<file path="src/rtl/exception_unit.sv">
// Exception datapath beside the multicycle control FSM: holds EPC/Cause, latches
// overflow, and fetches the handler address from the vector table with a fixed latency.
module exception_unit #(
    parameter logic [31:0] VEC_BASE   = 32'd254,
    parameter int          MEM_LAT    = 2,
    parameter logic [31:0] EPC_OFFSET = 32'd4
) (
    input  logic        clock,
    input  logic        reset,
    input  logic        cause_write,
    input  logic        epc_write,
    input  logic        int_cause,
    input  logic [31:0] pc_in,
    input  logic        alu_ovf,
    input  logic        ovf_en,
    input  logic [31:0] mem_data_in,
    input  logic        handler_ack,
    input  logic        rte,
    output logic [31:0] exc_addr,
    output logic [31:0] handler_pc,
    output logic        handler_valid,
    output logic        busy,
    output logic [31:0] epc,
    output logic [31:0] cause,
    output logic        ovf_pending,
    output logic        in_handler,
    output logic        double_fault,
    output logic        lost_exc
);

    typedef enum logic [1:0] {
        S_IDLE  = 2'd0,
        S_WAIT  = 2'd1,
        S_READY = 2'd2
    } state_t;

    localparam logic [3:0] LAT = MEM_LAT[3:0];

    state_t      state_q, state_d;
    logic [3:0]  cnt_q, cnt_d;
    logic [31:0] epc_q, epc_d;
    logic [31:0] cause_q, cause_d;
    logic [31:0] exc_addr_q, exc_addr_d;
    logic [31:0] handler_pc_q, handler_pc_d;
    logic        ovf_pending_q, ovf_pending_d;
    logic        in_handler_q, in_handler_d;
    logic        double_fault_q, double_fault_d;
    logic        lost_exc_q, lost_exc_d;

    logic        trigger;
    logic        accept;

    assign trigger = cause_write & epc_write;
    assign accept  = trigger && (state_q == S_IDLE);

    always_comb begin
        state_d        = state_q;
        cnt_d          = cnt_q;
        epc_d          = epc_q;
        cause_d        = cause_q;
        exc_addr_d     = exc_addr_q;
        handler_pc_d   = handler_pc_q;
        in_handler_d   = in_handler_q;
        double_fault_d = double_fault_q;
        lost_exc_d     = lost_exc_q;

        case (state_q)
            S_IDLE: begin
                if (trigger) begin
                    epc_d      = pc_in - EPC_OFFSET;
                    cause_d    = {31'b0, int_cause};
                    exc_addr_d = VEC_BASE + {31'b0, int_cause};
                    cnt_d      = LAT;
                    if (in_handler_q) begin
                        double_fault_d = 1'b1;
                    end
                    state_d    = S_WAIT;
                end else if (rte) begin
                    in_handler_d = 1'b0;
                end
            end
            S_WAIT: begin
                if (trigger) begin
                    lost_exc_d = 1'b1;
                end
                // <= also catches a zero count so the fetch can never stall
                if (cnt_q <= 4'd1) begin
                    handler_pc_d = {24'b0, mem_data_in[7:0]};
                    cnt_d        = 4'd0;
                    state_d      = S_READY;
                end else begin
                    cnt_d = cnt_q - 4'd1;
                end
            end
            S_READY: begin
                if (trigger) begin
                    lost_exc_d = 1'b1;
                end
                if (handler_ack) begin
                    in_handler_d = 1'b1;
                    state_d      = S_IDLE;
                end
            end
            default: begin
                state_d = S_IDLE;
                cnt_d   = 4'd0;
            end
        endcase
    end

    // A fresh overflow beats the clear from an accepted overflow exception
    always_comb begin
        ovf_pending_d = ovf_pending_q;
        if (alu_ovf && ovf_en) begin
            ovf_pending_d = 1'b1;
        end else if (accept && int_cause) begin
            ovf_pending_d = 1'b0;
        end
    end

    always_ff @(posedge clock or negedge reset) begin
        if (!reset) begin
            state_q        <= S_IDLE;
            cnt_q          <= 4'd0;
            epc_q          <= 32'd0;
            cause_q        <= 32'd0;
            exc_addr_q     <= 32'd0;
            handler_pc_q   <= 32'd0;
            ovf_pending_q  <= 1'b0;
            in_handler_q   <= 1'b0;
            double_fault_q <= 1'b0;
            lost_exc_q     <= 1'b0;
        end else begin
            state_q        <= state_d;
            cnt_q          <= cnt_d;
            epc_q          <= epc_d;
            cause_q        <= cause_d;
            exc_addr_q     <= exc_addr_d;
            handler_pc_q   <= handler_pc_d;
            ovf_pending_q  <= ovf_pending_d;
            in_handler_q   <= in_handler_d;
            double_fault_q <= double_fault_d;
            lost_exc_q     <= lost_exc_d;
        end
    end

    assign exc_addr      = exc_addr_q;
    assign handler_pc    = handler_pc_q;
    assign handler_valid = (state_q == S_READY);
    assign busy          = (state_q != S_IDLE);
    assign epc           = epc_q;
    assign cause         = cause_q;
    assign ovf_pending   = ovf_pending_q;
    assign in_handler    = in_handler_q;
    assign double_fault  = double_fault_q;
    assign lost_exc      = lost_exc_q;

endmodule

</file>
<file path="config.mk">
export PLATFORM = sky130hd
export DESIGN_NAME = exception_unit
export DESIGN_NICKNAME = d
export VERILOG_FILES = /design/src/rtl/exception_unit.sv
export SDC_FILE = /design/constraint.sdc
export NUM_CORES = 1
export LEC_CHECK = 0
export ABC_CLOCK_PERIOD_IN_PS = 4900
export CAP_MARGIN = 20
export CORE_ASPECT_RATIO = 1.2
export CORE_MARGIN = 5
export CORE_UTILIZATION = 40
export DETAILED_ROUTE_END_ITERATION = 16
export PLACE_DENSITY = 0.87
export SLEW_MARGIN = 20
export SYNTH_ARGS = -nofsm -noshare
export SYNTH_HDL_FRONTEND = slang
export SYNTH_SLANG_ARGS = --single-unit
</file>
<file path="constraint.sdc">
create_clock -name clock -period 4.9 [get_ports clock]
set_input_delay 0.98 -clock clock [delete_from_list [all_inputs] [get_ports clock]]
set_output_delay 0.98 -clock clock [all_outputs]
set_load 0.1 [all_outputs]
</file>
Yosys cells after proc, flatten, opt, wreduce, memory -nomap -nowiden. Index checks and enable logic that the tools add are counted.

Bits in registers: 83. Output and inout port bits: 134. Input bits: 73. Word-level logic and storage cells: 51.

Equal/unequal tests: 7. Bitwise operators: 2. Add/sub/neg operators: 3. Mux-type cells: 13. Order comparisons: 1. Reductions and logical operators: 15.

Operators by type and width (number): 32-bit by 3-bit subtractor with 32-bit output, second input constant (1); 4-bit case mux with 3 select lines (1); 2-bit != test, second input constant (5); 8-bit by 1-bit adder with 9-bit output, first input constant (1); 4-bit 2-to-1 mux (2); 2-bit AND reduction (4); 2-bit 2-to-1 mux (3); 2-bit case mux with 3 select lines (1); 3-bit AND reduction (2); 2-bit nonzero test (3); 1-bit 2-to-1 mux (5); 4-bit by 1-bit <= comparator with 1-bit output, second input constant (1); 4-bit AND reduction (1); 4-bit by 1-bit subtractor with 4-bit output, second input constant (1); 1-bit logical AND (3); 2-bit by 1-bit equality test with 1-bit output, second input constant (1); 2-bit equality test, second input constant (1); 2-bit logical NOT (1); 1-bit case mux with 2 select lines (1); 2-bit OR reduction (1); 1-bit bitwise AND (1); 1-bit NOT (1).

Longest topological paths before layout. Gate-level depths: netlist of run 1.

Depth in word-level cells: 5. Gate-level depth with buffers: 7. Gate-level depth less buffers: 7.

Worst setup path after synthesis of run 1. OpenSTA, ideal clock, no wires.

Path kind: reg2out. From: register exc_addr[6] (netlist name). To: output exc_addr[2]. Data required time: 3920 ps. Cell stages (with the launch flop): 2. Path buffers: 1. Arrival time: 1416 ps. Path slack: 2504 ps. Cell sequence: dfrtp_1 > buf_4.

RTL lines: to (decl) (RTL line 19) `output logic [31:0] exc_addr,`.

Final worst setup path of run 1.
From: register state_q[0]. To: output busy.

Longest elaborated chain between the ends: 1.

RTL lines: from (decl) (RTL line 39) `state_t state_q, state_d;`; from (signal assigned) (RTL line 134) `state_q <= state_d;`; 2-bit nonzero test (RTL line 150) `assign busy = (state_q != S_IDLE);`; to (decl) (RTL line 22) `output logic busy,`.

Every way passes these cells.

==> results of run 1 <==
-- critical path, cell delays in order, from the launching register on --
cell             delay, ns
dfrtp_1               0.38
inv_1                 0.07
ha_1                  0.32
inv_1                 0.12
clkdlybuf4s50_1       1.14
-- final timing paths --
| kind | startpoint | endpoint | depth (start not counted) |
|---|---|---|---|
| min in group asynchronous | reset | ovf_pending$_DFFE_PN0P_ | 2 |
| hold reg to reg | double_fault$_DFFE_PN0P_ | double_fault$_DFFE_PN0P_ | 1 |
| setup / recovery | state_q[0]$_DFFE_PN0P_ | busy | 4 |
| max in group asynchronous | reset | epc[23]$_DFFE_PN0P_ | 2 |
| hold / removal | double_fault$_DFFE_PN0P_ | double_fault$_DFFE_PN0P_ | 1 |
| setup reg to reg | state_q[0]$_DFFE_PN0P_ | epc[3]$_DFFE_PN0P_ | 4 |
-- flip-flops by register name, summed over array words and instances (netlist names) --
| name | count |
|---|---|
| exc_addr | 2 |
| epc | 32 |
| double_fault | 1 |
| ovf_pending | 1 |
| state_q | 2 |
| handler_pc | 8 |
| cnt_q | 4 |
| in_handler | 1 |
| lost_exc | 1 |
-- metal layers --
layer / share of wire / vias up
met5: 0 / -
met4: 0.014 / 0
met3: 0.093 / 11
met2: 0.53 / 103
met1: 0.36 / 1135
li1: - / 1177
-- cell type report --
cell class	count	area, sq um	area share
clock buffer	6	72.6	0.0175
clock inverter	1	5.00	0.00121
inverter	10	37.5	0.00906
multi-input combinational	270	1570	0.380
sequential	52	1300	0.314
tap	95	119	0.0287
timing repair buffer	104	1030	0.249
-- kinds of logic after synthesis --
logic type / count (synthesis) / synth area share
buf+inv: 103 / 0.216
simple gates: 100 / 0.172
flops: 52 / 0.397
compound gates: 48 / 0.0855
xor+xnor: 27 / 0.0721
mux: 10 / 0.0336
fa+ha+maj: 6 / 0.0229
other cells: 1 / 0.00114
-- through the flow --
stage           util  cell area (sq um)  hold slack (ns)
6_report       0.514               4140            0.463
5_1_grt        0.514               4140            0.471
4_1_cts        0.513               4140            0.468
3_5_place_dp   0.503               4060            0.447
3_3_place_gp   0.503               4060            0.439
2_1_floorplan      -               3570            0.489
-- cell usage in the layout, fill, tap and decap left out, types with 8 or more instances in the layout --
cell	netlist	final
clkdlybuf4s50_1	0	102
conb_1	1	79
dfrtp_1	52	52
nand2_1	45	45
xnor2_1	21	21
o21ai_0	19	19
nor2_1	15	15
o21ai_1	11	11
nor3_1	11	11
inv_1	10	10
mux2_2	8	8
==> metrics, run 1 <==
boundary pin count=207; CTS buffer count=5; critical path launch point type=flop; Max FO, Critical Path=8; vias in the first global route=2406; Area Growth Syn to Fin=26.3%; final setup vio count=0; total track usage=0.143; Synth Register Bits=52; HPWL Detailed=5880 um; clock buffer depth=2; met3 GRT Util=0.0469; max-slew violations=0; antenna violations before repair=0; Synth Warn #=0; Worst Setup Path Type=reg -> out; Final #Nets=522; area leader, netlist=dfrtp_1; drt via density=4.51; dominant cell by count in the synthesized netlist=buf_4; first-pass GRT wire length=11600 um; Die Area=10100 sq um; diode count=0; fin crit period=3.32 ns; met1 GRT Util=0.160; Detailed Routing Iterations Pass 1=4; ys flop type=dfrtp_1; RSZ-0062 raised after global routing=false; Initial Util=0.407; number of flops mapped to enable cells by yosys=0; Post-CTS Hold Buffers=0; CTS H-tree depth=2; Worst Path Required=3.92 ns; period utilization=0.677; largest net degree at the start of global routing=63; global route hottest layer=met2; CTS tree=yes; Skew-Pair Late Insertion Delay=0.30 ns; routability cong.=0.797; Slew Limit Headroom=0.334; pre-CTS setup slack=1.79 ns; CORE AREA=8060 sq um; final number of hold-violating endpoints=0; Cell Area, Synth=3280 sq um; layout cells sized above 1=0.0767; setup bufs post-CTS=0; Final TNS setup=0 ns; Post-DRT Antenna Nets=0; Synth cell types=42; Die W=92.7 um; GR Overflow Total=0; Clock Sinks=52; Worst Max-Slew Pin Slew=0.997 ns; filler cell count=772; die height=109 um; Finished Layout Cells=538; number of max-cap violations=0; synthesized area per cell=9.45 sq um; CTS root buf=clkbuf_8; PortBufs=103; R2R setup slack=2.93 ns; Hold Crit Class=reg -> reg; final clock skew=0.00530 ns; placed cell count=531; Total Wirelength=7360 um; DR DRC count=0; Clock Pin Slew Worst Setup and Hold Paths=0.09 ns; fin worst setup slack=1.58 ns; top area cells in the synthesized netlist=dfrtp_1, buf_4, xnor2_1; grt met2 use=0.260; Initial DRC Count=80; Worst EP arrival=2.34 ns; row cnt=36; via count=2426; Syn Inst Count=347; Post-CTS Resized=0; Synth top area share=0.397; Seq/Total Area, Yosys=0.397; top cells by count, synth=buf_4, dfrtp_1, nand2_1; status=complete, no violations; asr flop ratio synth=1.00; Routed wire per std cell=13.7 um; Max Fclk=302 MHz; Crit. End Element=output port
Power of run 1 is not shown: default switching activity piles up to over one toggle a cycle in this logic, so the estimate is an artifact.
==> run 2, diff against run 1 <==
--- a/config.mk
+++ b/config.mk
@@ -5,13 +5,13 @@
 export SDC_FILE = /design/constraint.sdc
 export NUM_CORES = 1
 export LEC_CHECK = 0
-export ABC_CLOCK_PERIOD_IN_PS = 4900
+export ABC_CLOCK_PERIOD_IN_PS = 3030
 export CAP_MARGIN = 20
 export CORE_ASPECT_RATIO = 1.2
 export CORE_MARGIN = 5
-export CORE_UTILIZATION = 40
+export CORE_UTILIZATION = 34
 export DETAILED_ROUTE_END_ITERATION = 16
-export PLACE_DENSITY = 0.87
+export PLACE_DENSITY = 0.78
 export SLEW_MARGIN = 20
 export SYNTH_ARGS = -nofsm -noshare
 export SYNTH_HDL_FRONTEND = slang
==> constraint.sdc (replaced) <==
create_clock -name clock -period 3.03 [get_ports clock]
set_input_delay 0.606 -clock clock [delete_from_list [all_inputs] [get_ports clock]]
set_output_delay 0.606 -clock clock [all_outputs]
set_load 0.1 [all_outputs]
==> run 2 against run 1 <==
  * Non-clock buffer count increased by 1
  * Setup slack worse by 0.90 ns
  * Global-route usage is 2.0 points lower
  * Clock skew is essentially flat
  * Sequential cell count stayed put
  * Sequential share of layout area decreased by 0.066 points
  * Cell count is 5.6% higher
  * Register-to-register slack worse by 1.9 ns
  * Critical path type is now in -> reg
==> metrics, run 2 (same netlist as run 1, synthesis figures left out) <==
Worst Path Required=3.21 ns; most frequent cells in the layout=conb_1, buf_4, dfrtp_1; diode count=0; Die W=99.7 um; vias in the first global route=2361; layout cells sized above 1=0.204; Reg-to-Reg End=state_q[1]$_DFFE_PN0P_; DR DRC count=0; GR Overflow Total=0; via count=2438; CTS H-tree depth=2; Total Wirelength=7280 um; fin crit period=2.35 ns; number of max-cap violations=0; worst r2r src=cnt_q[0]$_DFFE_PN0P_; Final #Nets=523; Crit-path slowest cell=clkdlybuf4s50_1; biggest cell delay along the critical path=0.48 ns; Die Area=11700 sq um; die height=118 um; drt via density=4.29; critical-path cell list=clkdlybuf4s50_1 > inv_1 > ha_1 > nor3b_2 > nand4_4 > nor4_2 > xnor2_1 > o21ai_1; Detailed Routing Iterations Pass 1=4; CTS root buf=clkbuf_16; final number of hold-violating endpoints=0; clock buffer depth=2; Slew Limit Headroom=0.587; Area Growth Syn to Fin=26.6%; largest net degree at the start of global routing=33; Crit. End Element=flop; Initial Util=0.346; status=complete, no violations; Final TNS setup=0 ns; first-pass GRT wire length=11700 um; Design Area, Final=4150 sq um; R2R setup slack=1.01 ns; boundary pin count=207; Buf/Inv on CP=2; Crit path max-delay family=simple AND/OR/NAND/NOR gates; row cnt=39; Skew-Pair Late Insertion Delay=0.29 ns; Hold Crit Class=in -> async; antenna violations before repair=0; max reg flops=32; Initial DRC Count=38; Post-DRT Antenna Nets=0; DP Area=3990 sq um; critical path launch point type=input pin; HPWL Detailed=5940 um; CTS tree=yes; Max FO, Critical Path=8; Worst Max-Slew Pin Slew=0.615 ns; final clock skew=0.00538 ns; final setup vio count=0; max-slew violations=0; PortBufs=103; Clock Sinks=52; setup bufs post-CTS=0; commonest non-fill, non-tap cell in the layout=conb_1; RSZ-0062 raised after global routing=false; Routed wire per std cell=12.8 um; Clock Pin Slew Worst Setup and Hold Paths=0.07 ns; routability cong.=0.827; Reg2Reg Depth=7; Post-CTS Resized=0; Post-CTS Hold Buffers=0; Max Fclk=426 MHz; Worst EP arrival=2.53 ns; CTS buffer count=5; Worst Setup Path Type=in -> reg; period utilization=0.775; total track usage=0.123; CORE AREA=9470 sq um; placed cell count=560; filler cell count=930; Finished Layout Cells=568
run 2: cell count changes in the layout (fill, tap and decap cells not counted), moves of 2 or more:
cell / before / now
buf_12: 0 / 2
buf_4: 1 / 55
clkbuf_16: 0 / 5
clkdlybuf4s50_1: 102 / 47
clkbuf_8: 5 / 0
run 2: worst max path at each step:
stage / start / endpoint / slack (ns) / cells past startpoint
floorplan: state_q[0]$_DFFE_PN0P_ / ovf_pending$_DFFE_PN0P_ / 0.99 / 7
global placement: pc_in[2] / epc[30]$_DFFE_PN0P_ / 0.37 / 8
detailed placement: pc_in[2] / epc[30]$_DFFE_PN0P_ / 0.37 / 8
CTS: pc_in[2] / epc[30]$_DFFE_PN0P_ / 0.68 / 8
global route: pc_in[2] / epc[14]$_DFFE_PN0P_ / 0.53 / 8
finish: pc_in[2] / epc[30]$_DFFE_PN0P_ / 0.68 / 8
run 2: cell type report:
class                      instances  area [sq um]  share of cell area
multi-input combinational        270          1570               0.377
sequential                        52          1300               0.313
inverter                          10          37.5             0.00904
clock inverter                     2          35.0             0.00844
tap                              123           154              0.0371
timing repair buffer             105           928               0.224
clock buffer                       6           129              0.0310
run 2: layer usage:
layer / global-route usage / vias to the layer above / part of all wire
met5: 0 / - / 0
met4: 0.0427 / 0 / 0.015
met3: 0.0279 / 7 / 0.094
met2: 0.210 / 119 / 0.50
met1: 0.150 / 1127 / 0.39
li1: - / 1185 / -
run 2: stage by stage:
step,utilization,setup slack [ns],hold WS [ns]
final,0.439,0.682,0.319
after global routing,0.439,0.534,0.375
after CTS,0.439,0.676,0.338
after detailed placement,0.421,0.370,0.446
after global placement,0.421,0.369,0.441
after floorplan,-,0.990,0.310
Power of run 2 is left out for the same reason.
